**src/rtl/mii_tx_framer.sv**
```systemverilog
// MII transmit framer: wraps a byte stream in preamble, SFD, fixed MAC header,
// zero padding and CRC-32 FCS, then holds off for the inter-frame gap.
module mii_tx_framer #(
    parameter logic [47:0] DST_MAC     = 48'hFFFF_FFFF_FFFF,
    parameter logic [47:0] SRC_MAC     = 48'h0010_A4C0_0001,
    parameter logic [15:0] ETHERTYPE   = 16'h0800,
    parameter int unsigned MIN_PAYLOAD = 46,
    parameter int unsigned MAX_PAYLOAD = 1500,
    parameter int unsigned IFG_NIBBLES = 24,
    parameter int unsigned LEN_W       = 11
) (
    input  logic       phy_txclk,
    input  logic       reset,
    input  logic [7:0] in_data,
    input  logic       in_valid,
    input  logic       in_last,
    output logic       in_ready,
    output logic [3:0] phy_txd,
    output logic       phy_txen,
    output logic       phy_txer,
    output logic       busy,
    output logic       frame_done,
    output logic       frame_err
);

    localparam int unsigned      CNT_W    = 8;
    localparam logic [111:0]     HDR      = {DST_MAC, SRC_MAC, ETHERTYPE};
    localparam logic [31:0]      CRC_POLY = 32'hEDB8_8320;
    localparam logic [LEN_W-1:0] MIN_LEN  = LEN_W'(MIN_PAYLOAD);
    localparam logic [LEN_W-1:0] MAX_LEN  = LEN_W'(MAX_PAYLOAD);
    localparam logic [CNT_W-1:0] PRE_LAST = CNT_W'(15);
    localparam logic [CNT_W-1:0] SFD_PREV = CNT_W'(14);
    localparam logic [CNT_W-1:0] HDR_LAST = CNT_W'(27);
    localparam logic [CNT_W-1:0] FCS_LAST = CNT_W'(7);
    // The IDLE handshake cycle completes the gap, so IFG itself is one shorter.
    localparam logic [CNT_W-1:0] IFG_LAST = CNT_W'(IFG_NIBBLES - 2);

    typedef enum logic [2:0] {
        S_IDLE, S_PRE, S_HDR, S_DATA, S_PAD, S_FCS, S_IFG, S_ABORT
    } state_t;

    state_t           state;
    logic [CNT_W-1:0] cnt;
    logic [LEN_W-1:0] len;
    logic [7:0]       data_q;
    logic             last_q;
    logic             hi;
    logic [31:0]      crc;
    logic [31:0]      crc_upd;

    function automatic logic [31:0] crc_nib(input logic [31:0] c, input logic [3:0] d);
        logic [31:0] r;
        r = c;
        for (int i = 0; i < 4; i++)
            r = (r[0] ^ d[i]) ? ((r >> 1) ^ CRC_POLY) : (r >> 1);
        return r;
    endfunction

    function automatic logic [3:0] hdr_nib(input logic [4:0] n);
        logic [7:0] b;
        b = 8'(HDR >> (7'd104 - {n[4:1], 3'b000}));
        return n[0] ? b[7:4] : b[3:0];
    endfunction

    // CRC including the nibble currently on the wire
    always_comb crc_upd = crc_nib(crc, phy_txd);

    always_ff @(posedge phy_txclk or posedge reset) begin
        if (reset) begin
            state      <= S_IDLE;
            cnt        <= '0;
            len        <= '0;
            data_q     <= '0;
            last_q     <= 1'b0;
            hi         <= 1'b0;
            crc        <= '0;
            in_ready   <= 1'b0;
            phy_txd    <= '0;
            phy_txen   <= 1'b0;
            phy_txer   <= 1'b0;
            busy       <= 1'b0;
            frame_done <= 1'b0;
            frame_err  <= 1'b0;
        end else begin
            frame_done <= 1'b0;
            frame_err  <= 1'b0;
            if (state inside {S_HDR, S_DATA, S_PAD})
                crc <= crc_upd;
            case (state)
                S_IDLE: begin
                    in_ready <= in_valid;
                    if (in_valid && in_ready) begin
                        data_q   <= in_data;
                        last_q   <= in_last;
                        len      <= LEN_W'(1);
                        crc      <= 32'hFFFF_FFFF;
                        cnt      <= '0;
                        state    <= S_PRE;
                        busy     <= 1'b1;
                        phy_txen <= 1'b1;
                        phy_txd  <= 4'h5;
                        in_ready <= 1'b0;
                    end
                end
                S_PRE: begin
                    if (cnt == PRE_LAST) begin
                        state   <= S_HDR;
                        cnt     <= '0;
                        phy_txd <= hdr_nib(5'd0);
                    end else begin
                        cnt     <= cnt + CNT_W'(1);
                        phy_txd <= (cnt == SFD_PREV) ? 4'hD : 4'h5;
                    end
                end
                S_HDR: begin
                    if (cnt == HDR_LAST) begin
                        state   <= S_DATA;
                        hi      <= 1'b0;
                        phy_txd <= data_q[3:0];
                    end else begin
                        cnt     <= cnt + CNT_W'(1);
                        phy_txd <= hdr_nib(5'(cnt + CNT_W'(1)));
                    end
                end
                S_DATA: begin
                    if (!hi) begin
                        hi       <= 1'b1;
                        phy_txd  <= data_q[7:4];
                        in_ready <= !last_q;
                    end else if (last_q) begin
                        if (len < MIN_LEN) begin
                            state   <= S_PAD;
                            hi      <= 1'b0;
                            phy_txd <= 4'h0;
                        end else begin
                            state   <= S_FCS;
                            cnt     <= '0;
                            phy_txd <= ~crc_upd[3:0];
                        end
                    end else if (!in_valid || len == MAX_LEN) begin
                        // Underrun, or the oversize byte was just consumed
                        state     <= S_ABORT;
                        cnt       <= '0;
                        phy_txer  <= 1'b1;
                        phy_txd   <= 4'h0;
                        frame_err <= 1'b1;
                        in_ready  <= 1'b0;
                    end else begin
                        data_q   <= in_data;
                        last_q   <= in_last;
                        len      <= len + LEN_W'(1);
                        hi       <= 1'b0;
                        phy_txd  <= in_data[3:0];
                        in_ready <= 1'b0;
                    end
                end
                S_PAD: begin
                    if (!hi) begin
                        hi <= 1'b1;
                    end else if (len + LEN_W'(1) == MIN_LEN) begin
                        state   <= S_FCS;
                        cnt     <= '0;
                        phy_txd <= ~crc_upd[3:0];
                    end else begin
                        len <= len + LEN_W'(1);
                        hi  <= 1'b0;
                    end
                end
                S_FCS: begin
                    if (cnt == FCS_LAST) begin
                        state      <= S_IFG;
                        cnt        <= '0;
                        phy_txen   <= 1'b0;
                        phy_txd    <= 4'h0;
                        frame_done <= 1'b1;
                    end else begin
                        cnt     <= cnt + CNT_W'(1);
                        crc     <= crc >> 4;
                        phy_txd <= ~crc[7:4];
                    end
                end
                S_ABORT: begin
                    if (cnt == '0) begin
                        cnt <= CNT_W'(1);
                    end else begin
                        state    <= S_IFG;
                        cnt      <= '0;
                        phy_txen <= 1'b0;
                        phy_txer <= 1'b0;
                    end
                end
                S_IFG: begin
                    if (cnt == IFG_LAST) begin
                        state    <= S_IDLE;
                        busy     <= 1'b0;
                        in_ready <= in_valid;
                    end else begin
                        cnt <= cnt + CNT_W'(1);
                    end
                end
                default: state <= S_IDLE;
            endcase
        end
    end

endmodule

```
**config.mk**
```make
export PLATFORM = sky130hd
export DESIGN_NAME = mii_tx_framer
export DESIGN_NICKNAME = d
export VERILOG_FILES = /design/src/rtl/mii_tx_framer.sv
export SDC_FILE = /design/constraint.sdc
export NUM_CORES = 1
export LEC_CHECK = 0
export CORE_UTILIZATION = 66
export CTS_CLUSTER_DIAMETER = 30
export DETAILED_ROUTE_END_ITERATION = 12
export PLACE_DENSITY = 0.94
export SLEW_MARGIN = 20
export SYNTH_ARGS = -nofsm -noshare
export SYNTH_HDL_FRONTEND = slang
export SYNTH_SLANG_ARGS = --single-unit
export TNS_END_PERCENT = 100
```
**constraint.sdc**
```tcl
create_clock -name phy_txclk -period 3.8 [get_ports phy_txclk]
set_input_delay 0.95 -clock phy_txclk [delete_from_list [all_inputs] [get_ports phy_txclk]]
set_output_delay 0.95 -clock phy_txclk [all_outputs]
set_load 0.005 [all_outputs]
```
==> impl_metrics.ini <==
[floorplanning]
rows = 30
core_mm2 = 0.00687
die_w_um = 87.0
start_util_pct = 69.4
dieArea_mm2 = 0.00757
die_h_um = 87.0
ios = 22

[global_routing]
antenna_found_initial = 0
grt_start_max_net_pins = 33
grt_overflow = 0
grt.total_usage_pct = 35.0
grt_pass1_vias = 4133
grt_pass1_wl_mm = 20.2

[finish]
area_growth_pct = 9.42
layout-drive-gt1-share_pct = 10.4
fin_nets = 575
postLayoutCoreUtil_pct = 75.9
fillers = 475
diodes = 0

[synth]
syn-cell-area_mm2 = 0.00477
synth_nets = 567
synth-main-ff-cell = dfrtp_1
synth_seq_cells = 74
netlist-cell-type-count = 83
async_reset_ff_share_pct = 100
synth_fa_ha_area_share_pct = 2.36
synth_area_per_cell_um2 = 8.73
muxShareOfSynthArea_pct = 2.86
synth_top_family_by_area = compound AO/OA/AOI/OAI gates
synth_most_common_cell = dfrtp_1
yosysTopAreaCell = dfrtp_1
ys_top_cells_by_count = dfrtp_1, nand2_1, nor2_1, o21ai_0, a21oi_1
synth-compound-area-share_pct = 25.2
synth_top_area_share_pct = 38.8
yosys.area_share.simple_pct = 22.0
yosys-top-cells-area = dfrtp_1, o21ai_0, nand2_1
yosysSeqAreaShare_pct = 38.8
synthCells = 546
synth-edff-count = 0
yosysWarnings = 0
synth_xor_area_share_pct = 4.20

[timing]
clock_skew_ns = 0.00892
fmax_ghz = 0.325
grt_setup_unrepaired = false
max_slew_margin_pct = 43.5
min_period_ns = 3.08
finalMaxSlewViolations = 0
fin_ws_ns = 0.720
min_period_over_period_pct = 81.1
setup_viol = 0
tns_ns = 0
tightest_slew_ns = 0.842
hold_violations = 0

[power]
p_total_mw = 4.97
leakage_nw = 2.16
pwr_density_cell_mw_per_mm2 = 953
ir_drop_mv = 0.504

[setup_path]
crit_slowest_cell = dfrtp_1
cp_cell_sequence = ha_1 -> xor2_1 -> ha_1 -> inv_1 -> ha_1 -> nor2_1 -> a311oi_1 -> nor3_1 -> nor4_1 -> a21oi_1
reg2reg_to = phy_txd[1]$_DFFE_PP0P_
rrSetupSlack_ns = 0.72
worstReg2RegStart = cnt[0]$_DFFE_PP0P_
cp_max_fo = 10
critical_path.endpoint_type = flop
start_kind = flop
cp-startpoint = cnt[0]$_DFFE_PP0P_
cp_common_cell = ha_1
r2r_cells = 10
arrival_ns = 3.30
worstSetupPathType = flop to flop
required_ns = 4.02
critPathMaxStageDelay_ns = 0.52

[placement]
gp_congestion = 0.925
place_ws_ns = 0.598
dpl.hpwl_mm = 8.57
port_buffers = 21

[hold_path]
worstHoldEndpoint = crc[10]$_DFF_PP0_
holdPathStages = 2
hp-class = flop to flop
hold_start = crc[14]$_DFF_PP0_

[clocking]
cts_made_buffers = 9
root_buffer = clkbuf_8
cts_sinks = 74
cts_setup_buffers = 0
ctsResizeCount = 0
insertion_delay_ns = 0.36
clk_pin_slew_ns = 0.08
cts_tree = yes
cts_hold_buf = 0
clock_path_buffers = 2
htreeDepth = 3

[detailed_routing]
route.detailed.drc = 0
totalWireLength_mm = 12.3
first_iter_violations = 436
via_per_inst = 6.82
drtPass1Iterations = 6
ant_nets = 0
avgRoutedWirePerCell_um = 18.8
vias = 4465

[job]
max-cap-violations = 0

[run_status]
outcome = completed
[routing by layer]
| metal | wire length (um) | GRT usage [%] | vias up |
|---|---|---|---|
| met5 | 0 | 0 | - |
| met4 | 362 | 16.7 | 0 |
| met3 | 1070 | 6.45 | 44 |
| met2 | 5780 | 54.6 | 267 |
| met1 | 5110 | 47.2 | 2135 |
| li1 | - | - | 2019 |
[worst max-delay path by stage]
stage / to / slack, ns / depth (start not counted)
2_1_floorplan: asynchronous set/reset pin / 0.97 / 1
4_1_cts: phy_txd[1]$_DFFE_PP0P_ / 0.82 / 10
5_1_grt: phy_txd[1]$_DFFE_PP0P_ / 0.48 / 10
6_report: phy_txd[1]$_DFFE_PP0P_ / 0.72 / 10
3_3_place_gp: len[10]$_DFFE_PP0P_ / 0.70 / 7
3_5_place_dp: len[10]$_DFFE_PP0P_ / 0.60 / 7
[flip-flops by register name (all words and copies together), names as in the netlist, named ones only]
register,count
data_q,8
last_q,1
crc,32
frame_done,1
cnt,8
phy_txer,1
len,11
in_ready,1
phy_txen,1
busy,1
hi,1
state,2
frame_err,1
phy_txd,4
[worst max-delay path: cells and delay by family (launching register included)]
family / cells / cell delay (ns)
adder cells (fa/ha/maj): 3 / 1.03
flip-flops: 1 / 0.52
AND/OR/NAND/NOR: 3 / 0.54
XOR/XNOR: 1 / 0.38
buffers and inverters: 1 / 0.06
AO/OA/AOI/OAI: 2 / 0.41
[power by group]
part | switching (mW) | internal (mW) | total, mW
Combinational | 1.61 | 1.18 | 2.79
Clock | 0.329 | 0.309 | 0.638
Sequential | 0.429 | 1.12 | 1.55
Total | 2.37 | 2.60 | 4.97
[logic make-up after synthesis]
logic type / count (synthesis)
AND/OR/NAND/NOR: 207
AO/OA/AOI/OAI: 171
flip-flops: 74
buffers and inverters: 51
XOR/XNOR: 22
multiplexers: 12
adder cells (fa/ha/maj): 9
[per-stage QoR]
| stage | cells | hold slack [ns] | instance area [um2] |
|---|---|---|---|
| final | 655 | 0.516 | 5220 |
| after detailed placement | 639 | 0.491 | 5010 |
| after CTS | 655 | 0.513 | 5220 |
| after floorplan | 546 | 0.464 | 4770 |
| after global placement | 639 | 0.479 | 5010 |
| after global routing | 655 | 0.539 | 5220 |
[placed cells by master (no fill, tap or decap), types with 5 or more instances in the layout]
master,count
a21oi_1,38
a31oi_1,12
and3_1,11
buf_4,9
clkbuf_8,9
clkdlybuf4s50_1,21
dfrtp_1,74
ha_1,9
inv_1,17
mux2_2,9
nand2_1,54
nand2b_1,9
nand3_1,28
nor2_1,53
nor2b_1,10
nor3_1,7
o211ai_1,5
o21ai_0,42
o22a_1,10
o22ai_1,12
xnor2_1,11
xor2_1,10
[final cells by class]
cell class / instances / area (um2) / area share, %
Multi-Input combinational cell: 421 / 2700 / 51.7
Sequential cell: 74 / 1850 / 35.5
Timing Repair Buffer: 30 / 278 / 5.33
Clock buffer: 9 / 124 / 2.37
Tap cell: 96 / 120 / 2.30
Clock inverter: 7 / 77.6 / 1.49
Inverter: 18 / 67.6 / 1.30
(Power assumes the default switching activity.)
